<file path="src/rtl/serial_word_assembler_pkg.sv">
// Shared definitions for the serial word assembler: default width, output
// buffer state encoding and its next-state rule.
`ifndef SERIAL_WORD_ASSEMBLER_PKG_SV
`define SERIAL_WORD_ASSEMBLER_PKG_SV

package serial_word_assembler_pkg;

  localparam int DEFAULT_WIDTH     = 8;
  localparam int DEFAULT_MSB_FIRST = 1;

  typedef enum logic {
    BUF_EMPTY = 1'b0,
    BUF_FULL  = 1'b1
  } buf_state_e;

  // A completion arriving together with a transfer refills the buffer, so FULL persists.
  function automatic buf_state_e next_buf_state(input buf_state_e cur,
                                                input logic       complete,
                                                input logic       transfer);
    buf_state_e nxt;
    nxt = cur;
    case (cur)
      BUF_EMPTY: if (complete) nxt = BUF_FULL;
      BUF_FULL:  if (transfer && !complete) nxt = BUF_EMPTY;
      default:   nxt = BUF_EMPTY;
    endcase
    return nxt;
  endfunction

endpackage

`endif

</file>
<file path="src/rtl/flip_flop_d_reset.sv">
// Storage primitive: D flip-flop bank with load enable and asynchronous
// active-low reset to zero.
module flip_flop_d_reset #(
  parameter int WIDTH = 1
) (
  input  logic             clock,
  input  logic             reset_n,
  input  logic             enable,
  input  logic [WIDTH-1:0] d,
  output logic [WIDTH-1:0] q
);

  always_ff @(posedge clock or negedge reset_n) begin
    if (!reset_n) begin
      q <= '0;
    end else if (enable) begin
      q <= d;
    end
  end

endmodule

</file>
<file path="src/rtl/serial_word_assembler.sv">
// Deserialises a bit stream into WIDTH-bit words and holds each completed word
// in a one-entry output buffer until the consumer takes it.
//
// Output handshake: a transfer happens at a rising edge where word_valid and
// word_ready are both 1; while word_valid is 1 and no transfer occurs, word is
// held stable and word_valid stays high.
module serial_word_assembler
  import serial_word_assembler_pkg::*;
#(
  parameter int WIDTH     = DEFAULT_WIDTH,
  parameter int MSB_FIRST = DEFAULT_MSB_FIRST
) (
  input  logic                       clock,
  input  logic                       reset_n,
  input  logic                       serial_data,
  input  logic                       serial_valid,
  input  logic                       clear,
  output logic [WIDTH-1:0]           word,
  output logic                       word_valid,
  input  logic                       word_ready,
  output logic [$clog2(WIDTH+1)-1:0] bit_count,
  output logic                       overrun,
  output buf_state_e                 buf_state
);

  localparam int                 CNT_W    = $clog2(WIDTH + 1);
  localparam logic [CNT_W-1:0]   LAST_BIT = CNT_W'(WIDTH - 1);

  logic [WIDTH-1:0] partial_d, partial_q;
  logic [WIDTH-1:0] word_d, word_q;
  logic [WIDTH-1:0] shifted;
  logic [CNT_W-1:0] count_d, count_q;
  buf_state_e       state_d, state_q;
  logic             state_bit_q;
  logic             overrun_d, overrun_q;
  logic             accept, complete, transfer, word_load;

  always_comb begin
    accept    = serial_valid && !clear;
    complete  = accept && (count_q == LAST_BIT);
    transfer  = (state_q == BUF_FULL) && word_ready;
    word_load = complete && ((state_q == BUF_EMPTY) || transfer);

    if (MSB_FIRST != 0) begin
      shifted = {partial_q[WIDTH-2:0], serial_data};
    end else begin
      shifted = {serial_data, partial_q[WIDTH-1:1]};
    end

    partial_d = partial_q;
    count_d   = count_q;
    if (clear) begin
      partial_d = '0;
      count_d   = '0;
    end else if (accept) begin
      partial_d = complete ? '0 : shifted;
      count_d   = complete ? '0 : count_q + CNT_W'(1);
    end

    word_d  = shifted;
    state_d = next_buf_state(state_q, complete, transfer);

    // A completion that cannot be loaded is the only way a word gets lost.
    overrun_d = overrun_q;
    if (clear) begin
      overrun_d = 1'b0;
    end else if (complete && !word_load) begin
      overrun_d = 1'b1;
    end
  end

  flip_flop_d_reset #(.WIDTH(WIDTH)) u_partial_ff (
    .clock   (clock),
    .reset_n (reset_n),
    .enable  (1'b1),
    .d       (partial_d),
    .q       (partial_q)
  );

  flip_flop_d_reset #(.WIDTH(CNT_W)) u_count_ff (
    .clock   (clock),
    .reset_n (reset_n),
    .enable  (1'b1),
    .d       (count_d),
    .q       (count_q)
  );

  flip_flop_d_reset #(.WIDTH(WIDTH)) u_word_ff (
    .clock   (clock),
    .reset_n (reset_n),
    .enable  (word_load),
    .d       (word_d),
    .q       (word_q)
  );

  flip_flop_d_reset #(.WIDTH(1)) u_state_ff (
    .clock   (clock),
    .reset_n (reset_n),
    .enable  (1'b1),
    .d       (state_d),
    .q       (state_bit_q)
  );

  flip_flop_d_reset #(.WIDTH(1)) u_overrun_ff (
    .clock   (clock),
    .reset_n (reset_n),
    .enable  (1'b1),
    .d       (overrun_d),
    .q       (overrun_q)
  );

  assign state_q    = buf_state_e'(state_bit_q);
  assign word       = word_q;
  assign word_valid = (state_q == BUF_FULL);
  assign bit_count  = count_q;
  assign overrun    = overrun_q;
  assign buf_state  = state_q;

endmodule
</file>
<file path="config.mk">
export PLATFORM = sky130hd
export DESIGN_NAME = serial_word_assembler
export DESIGN_NICKNAME = d
export VERILOG_FILES = /design/src/rtl/serial_word_assembler_pkg.sv /design/src/rtl/flip_flop_d_reset.sv /design/src/rtl/serial_word_assembler.sv
export SDC_FILE = /design/constraint.sdc
export NUM_CORES = 1
export LEC_CHECK = 0
export CORE_MARGIN = 4
export CORE_UTILIZATION = 25
export DETAILED_ROUTE_END_ITERATION = 10
export GPL_TIMING_DRIVEN = 0
export HOLD_SLACK_MARGIN = 0.1
export SLEW_MARGIN = 10
export SYNTH_ARGS = -nofsm -noshare
export SYNTH_HDL_FRONTEND = slang
export SYNTH_SLANG_ARGS = --single-unit
</file>
<file path="constraint.sdc">
create_clock -name clock -period 1.6 [get_ports clock]
set_input_delay 0.32 -clock clock [delete_from_list [all_inputs] [get_ports clock]]
set_output_delay 0.32 -clock clock [all_outputs]
set_load 0.03 [all_outputs]
</file>
# Word level (Yosys, flattened, before mapping)

Cells that the tools add are included.
Widths: inputs -> output; s select.

Add/subtract/negate cells: 1
Equality and inequality tests: 1
Multiplexer cells: 11
Bitwise operators: 1
Reduce and logical (&&, ||, !) cells: 12

Operators with widths:

| operator            | number |
|---|---|
| $mux 7              | 3 |
| $mux 4              | 3 |
| $logic_and 1x1->1   | 6 |
| $add 4x1->4 const B | 1 |
| $eq 4x3->1 const B  | 1 |
| $mux 1              | 4 |
| $reduce_bool 2->1   | 2 |
| $logic_not 1->1     | 3 |
| $pmux 1 s2          | 1 |
| $logic_or 1x1->1    | 1 |
| $not 1->1           | 1 |

Flip-flop bits (word level): 21
Logic and storage cells: 31

# Depth between registers and ports, before layout

Gate-level depths: netlist of the first run.

Word-level depth: 8
Depth in mapped cells: 5
Mapped depth without buffers: 4

# Hierarchy

From an unflattened synthesis of the first run, not the netlist that was laid out.

Cells, all modules: 81
Area, all modules: 1193.6 um2

By module, submodules not included:

| module                               | times used | cells each | area each (um2) |
|---|---|---|---|
| flip_flop_d_reset (u_partial_ff ...) | 2          | 17         | 331.6 |
| serial_word_assembler                | 1          | 35         | 305.3 |
| flip_flop_d_reset (u_count_ff)       | 1          | 8          | 145.1 |
| flip_flop_d_reset (u_overrun_ff ...) | 2          | 2          | 40.0 |

# Worst setup path before layout of the first run

OpenSTA, ideal clock, no wires.

Kind: register -> register
From: register u_count_ff.q[0]
To: register u_word_ff.q[0]
Library setup time: 125 ps
Arrival: 1533 ps
Required time: 1475 ps
Setup slack: -58 ps
Cell stages (with the launch flop): 6
Buffers on the path: 1
Cells stage by stage: dfrtp_1 > ha_1 > and3b_1 > and3_1 > buf_6 > mux2_4

Longest elaborated chain between the ends: 3

RTL lines:

| what                   | RTL line                    | source |
|---|---|---|
| start, declared        | flip_flop_d_reset.sv:10     | `output logic [WIDTH-1:0] q` |
| start signal, assigned | flip_flop_d_reset.sv:15     | `q <= '0;` |
| start signal, assigned | flip_flop_d_reset.sv:17     | `q <= d;` |
| $eq 4x3->1             | serial_word_assembler.sv:40 | `complete = accept && (count_q == LAST_BIT);` |
| $logic_and 1x1->1      | serial_word_assembler.sv:40 |  |
| $logic_and 1x1->1      | serial_word_assembler.sv:42 | `word_load = complete && ((state_q == BUF_EMPTY) \|\| transfer);` |
| end signal, assigned   | flip_flop_d_reset.sv:15     |  |
| end signal, assigned   | flip_flop_d_reset.sv:17     |  |
| end, declared          | flip_flop_d_reset.sv:10     |  |

No other way between the ends.
A chain may end at the register's enable or synchronous reset.

# Worst setup path in the final report of the first run

From: register u_count_ff.q[0]
To: register u_word_ff.q[3]

The elaborated chain is that of the path after synthesis.

==> results of run 1 <==
## state kept, by name, indices dropped and copies added (netlist names)
name and cells:
u_word_ff.q 8, u_partial_ff.q 7, u_count_ff.q 4, u_overrun_ff.q 1
u_state_ff.q 1
## cell usage in the layout, fill, tap and decap left out, types with 2 or more instances in the layout
cell and count:
a22o_1 8, buf_4 2, clkbuf_4 3, clkdlybuf4s50_1 5
dfrtp_1 19, dfrtp_2 2, dlygate4sd2_1 15, mux2_4 8
nand2_1 3, nor2_1 3, nor2b_1 2
## what timing repair did
| action | 4_1_cts | 5_1_grt |
|---|---|---|
| buffers inserted | 0 | 1 |
| resized for setup | 15 | 0 |
| setup endpoints to repair | 15 | 6 |
## critical path, stage by stage, from the launching register on
cell     delay, ns
dfrtp_2       0.44
ha_2          0.19
and3b_1       0.20
and3_1        0.17
buf_6         0.15
mux2_4        0.29
## worst min path at each step
stage / slack [ns] / from / to / cells past startpoint
final: 0.51 / reset_n / u_state_ff.q / 1
after global routing: 0.54 / u_word_ff.q[3] / u_word_ff.q[3] / 1
after CTS: 0.53 / u_word_ff.q[3] / u_word_ff.q[3] / 1
after detailed placement: 0.49 / u_word_ff.q[1] / u_word_ff.q[1] / 1
after global placement: 0.49 / u_partial_ff.q[6] / u_partial_ff.q[6] / 1
after floorplan: 0.02 / reset_n / u_count_ff.q[0] / 0
## power breakdown
group	total (mW)	switching [mW]	internal (mW)	leakage, nW
Sequential	0.546	0.00712	0.539	0.288
Combinational	0.0666	0.0376	0.0290	0.296
Clock	0.262	0.169	0.0935	0.0177
## logic make-up (layout without fill, tap and decap cells)
kind of cell / count (synthesis) / in the layout / share of synthesized area (%)
AOI/OAI and AO/OA: 9 / 9 / 8.85
xor gates and xnor gates: 2 / 2 / 2.03
adders and majority gates: 1 / 1 / 1.45
buffers and inverters: 4 / 29 / 3.19
DFF: 21 / 21 / 61.0
muxes: 10 / 10 / 16.4
and+or+nand+nor: 12 / 12 / 7.11
## cell type report
cell class	instances	share of cell area [%]
clock buffers	3	1.97
multi-input cells	34	27.3
flip-flops and latches	21	46.3
plain buffers	3	2.08
well taps	46	5.04
clock inverters	1	0.439
inverters	1	0.329
repair buffers	21	16.6
## metrics by stage
step	hold WS, ns	total power, mW	TNS (ns)	worst slack, ns	area (um^2)
after global routing	0.538	0.919	0	0.000532	1140
after CTS	0.527	0.889	0	0.0305	1130
final	0.506	0.875	0	0.0473	1140
after floorplan	0.0244	0.585	0	0.0203	867
after global placement	0.489	0.624	-1.94	-0.232	1120
after detailed placement	0.493	0.626	-2.14	-0.239	1120
## routing by layer
layer	wire length [um]	GRT usage (%)	up-vias	part of all wire (%)
met2	717	12.3	13	46
li1	-	-	257	-
met4	40	5.33	0	2.6
met3	57	2.02	4	3.7
met5	0	0	-	0
met1	742	10.2	280	48
==> results.txt, run 1 <==
num ports -> 21
post-layout util -> 34.2%
non-filler instance count after layout -> 130
Reg2Reg Launch Point -> u_count_ff.q[0]
WS Path Type -> flip-flop to flip-flop
via-per-instance ratio -> 4.26
DRT antenna net count -> 0
DRC viols -> 0
Critical Path RT -> 1.81 ns
Syn Area/Cell -> 14.6 um^2
drt total wl -> 1560 um
CP arrival -> 1.76 ns
total track usage -> 8.12%
crit path max fanout -> 8
TritonCTS Buffers -> 3
std cell rows -> 21
dpl cells -> 125
crit path from -> u_count_ff.q[0]
worst skew pair latency -> 0.31 ns
Die ar. -> 4450 um^2
clock root buffer -> clkbuf_4
nature of the critical path startpoint -> flip-flop
TritonRoute pass-1 iters -> 3
outcome -> complete, no violations
Synth cell types -> 20
CTS tree -> done
number of synthesized flops with an enable pin -> 0
vias in the first global route -> 585
clock skew -> 0.00198 ns
RSZ-0062 raised after global routing -> false
final slew viol count -> 0
Final min period -> 1.55 ns
multi-input combinational cell area -> 312 um^2
chip width -> 66.7 um
Initial Utilization -> 25.8%
PD cells -> 767 nW/um^2
first-pass GRT wire length -> 2680 um
share of cells above drive strength 1 -> 23.8%
Post-synth top flop -> dfrtp_1
final setup vio count -> 0
reg2reg end -> u_word_ff.q[3]
routability cong. -> 0.748
dominant cell by count in the synthesized netlist -> dfrtp_1
CTS Sinks -> 21
Post-Syn Area -> 862 um^2
largest net degree at the start of global routing -> 22
Core Region -> 3340 um^2
# diodes -> 0
nets -> 92
max_cap viols -> 0
top cell type's share of synthesized area -> 61.0%
Worst R2R Setup Slack -> 0.05 ns
CTS H-Tree Depth -> 1
asr flop ratio synth -> 100%
crit path capture type -> flip-flop
Synth Register Bits -> 21
HP Class -> input pin to asynchronous set/reset pin
CTS hold repair buffers -> 0
Die H -> 66.7 um
synth-to-layout area growth -> 32.4%
hpwl dp -> 1110 um
initial antenna violation count -> 0
post-DR wirelength/cell -> 12.0 um
endpoints failing hold -> 0
VDD IR max -> 0.289 mV
Post-Syn Nets -> 66
Fmax -> 644 MHz
Synth area leaders -> dfrtp_1, mux2_4, a22o_1
end of the critical path -> u_word_ff.q[3]
most frequent cells after synthesis -> dfrtp_1, a22o_1, mux2_4
Post-Syn Instances -> 59
Slew headroom -> 39.3%
# fillers -> 351
leading area contributor after synthesis -> dfrtp_1
Sequential Area -> 528 um^2
yosys warns -> 0
Iter 0 DRT Violations -> 2
Worst R2R Path Depth -> 5
Seq/Total Area, Yosys -> 61.0%
GR Overflow Total -> 0
vias -> 554
Worst-path clk slew -> 0.12 ns
Lkg Pwr -> 0.601 nW
clk buf depth -> 2
crit share post-route -> 97.0%
IO buf count -> 20
measured slew at the worst slew-check pin -> 0.908 ns
(Power assumes the default switching activity.)
==> run 2, diff against run 1 <==
==> constraint.sdc (replaced) <==
create_clock -name clock -period 1.2 [get_ports clock]
set_input_delay 0.24 -clock clock [delete_from_list [all_inputs] [get_ports clock]]
set_output_delay 0.24 -clock clock [all_outputs]
set_load 0.03 [all_outputs]
==> run 2 against run 1 <==
- setup slack worse by 0.34 ns
- cell count up 3.8%
- clock power up 24%
- die area unchanged
- sequential power up 33%
- total power up 34%
- sequential share of layout area down 1.9 points
- final area up 4.2%
- via count unchanged
- critical endpoint unchanged
- clock skew down 0.00095 ns
- the flow now finishes with violations (setup timing)
==> results.txt, run 2 (synthesized netlist as in run 1, its figures left out) <==
outcome -> finished with violations
failing checks -> setup timing
Lkg Pwr -> 0.608 nW
# diodes -> 0
GR Overflow Total -> 0
measured slew at the worst slew-check pin -> 0.912 ns
worst path bufs/invs -> 1
Post-DP Area -> 1140 um^2
synth-to-layout area growth -> 37.9%
Stages on worst setup path -> 5
routability cong. -> 0.700
vias in the first global route -> 574
VDD IR max -> 0.391 mV
CP arrival -> 1.68 ns
Die H -> 66.7 um
TritonRoute pass-1 iters -> 3
reg2reg end -> u_word_ff.q[3]
CTS H-Tree Depth -> 1
Worst R2R Path Depth -> 5
slowest cell delay on critical path -> 0.44 ns
hold slack -> 0.0539 ns
drt total wl -> 1570 um
worst skew pair latency -> 0.29 ns
final slew viol count -> 0
crit path from -> u_count_ff.q[0]
Setup WS post-layout -> -0.292 ns
top flop regs -> u_word_ff.q x8, u_partial_ff.q x7, u_count_ff.q x4
Core Region -> 3340 um^2
commonest non-fill, non-tap cell in the layout -> dfrtp_1
num ports -> 21
chip width -> 66.7 um
largest net degree at the start of global routing -> 22
first-pass GRT wire length -> 2850 um
HP Class -> input pin to asynchronous set/reset pin
PD cells -> 989 nW/um^2
Setup TNS Final -> -3.69 ns
post-DR wirelength/cell -> 11.6 um
Slew headroom -> 39.1%
Worst R2R Setup Slack -> -0.29 ns
max reg flops -> 8
Die ar. -> 4450 um^2
WS Path Type -> flip-flop to flip-flop
nature of the critical path startpoint -> flip-flop
crit path capture type -> flip-flop
clock root buffer -> clkbuf_4
post-route cell area -> 1190 um^2
total track usage -> 8.58%
pre-CTS WS -> -0.558 ns
Initial Utilization -> 25.8%
Final min period -> 1.49 ns
TritonCTS Buffers -> 3
CTS tree -> done
slowest CP cell -> dfrtp_2
CTS Sinks -> 21
final setup vio count -> 19
max_cap viols -> 0
post-layout util -> 35.6%
clk buf depth -> 2
DRT antenna net count -> 0
hpwl dp -> 1080 um
highest-count cells in the layout ignoring fill and taps -> dfrtp_1, buf_2, buf_6
share of cells above drive strength 1 -> 47.2%
clock skew -> 0.00103 ns
endpoints failing hold -> 0
Reg2Reg Launch Point -> u_count_ff.q[0]
CP cell instances -> ha_4 > and3b_1 > and3_1 > buf_6 > mux2_4
crit share post-route -> 124%
via-per-instance ratio -> 4.10
Top Family by Delay on Critical Path -> flip-flops
crit path max fanout -> 8
Fmax -> 670 MHz
Worst-path clk slew -> 0.10 ns
Critical Path RT -> 1.39 ns
initial antenna violation count -> 0
IO buf count -> 20
Largest Register -> u_word_ff.q
nets -> 97
vias -> 554
DRC viols -> 0
std cell rows -> 21
# fillers -> 342
Iter 0 DRT Violations -> 4
RSZ-0062 raised after global routing -> true
## run 2: final cells by class
class | count | area (um^2) | area share [%]
plain buffers | 3 | 33.8 | 2.84
clock buffers | 4 | 26.3 | 2.21
inverters | 1 | 3.75 | 0.316
multi-input cells | 34 | 334 | 28.1
flip-flops and latches | 21 | 528 | 44.4
well taps | 46 | 57.6 | 4.84
repair buffers | 26 | 205 | 17.3
## run 2: how the worst max path moves through the flow
stage / end / slack, ns
2_1_floorplan: u_word_ff.q[0] / -0.36
3_3_place_gp: u_word_ff.q[2] / -0.55
5_1_grt: u_word_ff.q[2] / -0.34
6_report: u_word_ff.q[3] / -0.29
4_1_cts: u_word_ff.q[3] / -0.30
3_5_place_dp: u_word_ff.q[2] / -0.56
## run 2: per-stage QoR
step                cells  total power [mW]
finish                135              1.18
CTS                   133              1.19
floorplan              59             0.784
global placement      125             0.837
global route          135              1.24
detailed placement    125             0.839
## run 2: repair_timing
| action | 4_1_cts | 5_1_grt |
|---|---|---|
| setup endpoints to repair | 32 | 44 |
| hold buffers | 0 | 0 |
| pin swaps | 0 | 1 |
| resized for setup | 83 | 7 |
| setup buffers | 3 | 2 |
| cloned | 1 | 0 |
## run 2: routing by layer
metal / global-route usage [%] / vias to the layer above / part of all wire [%]
met2: 14.0 / 13 / 49
li1: - / 270 / -
met5: 0 / - / 0
met4: 3.81 / 0 / 1.8
met3: 2.87 / 5 / 5.0
met1: 10.2 / 266 / 44
## run 2: where the power goes
group / internal, mW / total [mW] / switching (mW) / leakage, nW
logic: 0.0625 / 0.123 / 0.0600 / 0.305
registers: 0.718 / 0.728 / 0.00959 / 0.288
clock network: 0.129 / 0.325 / 0.196 / 0.0150
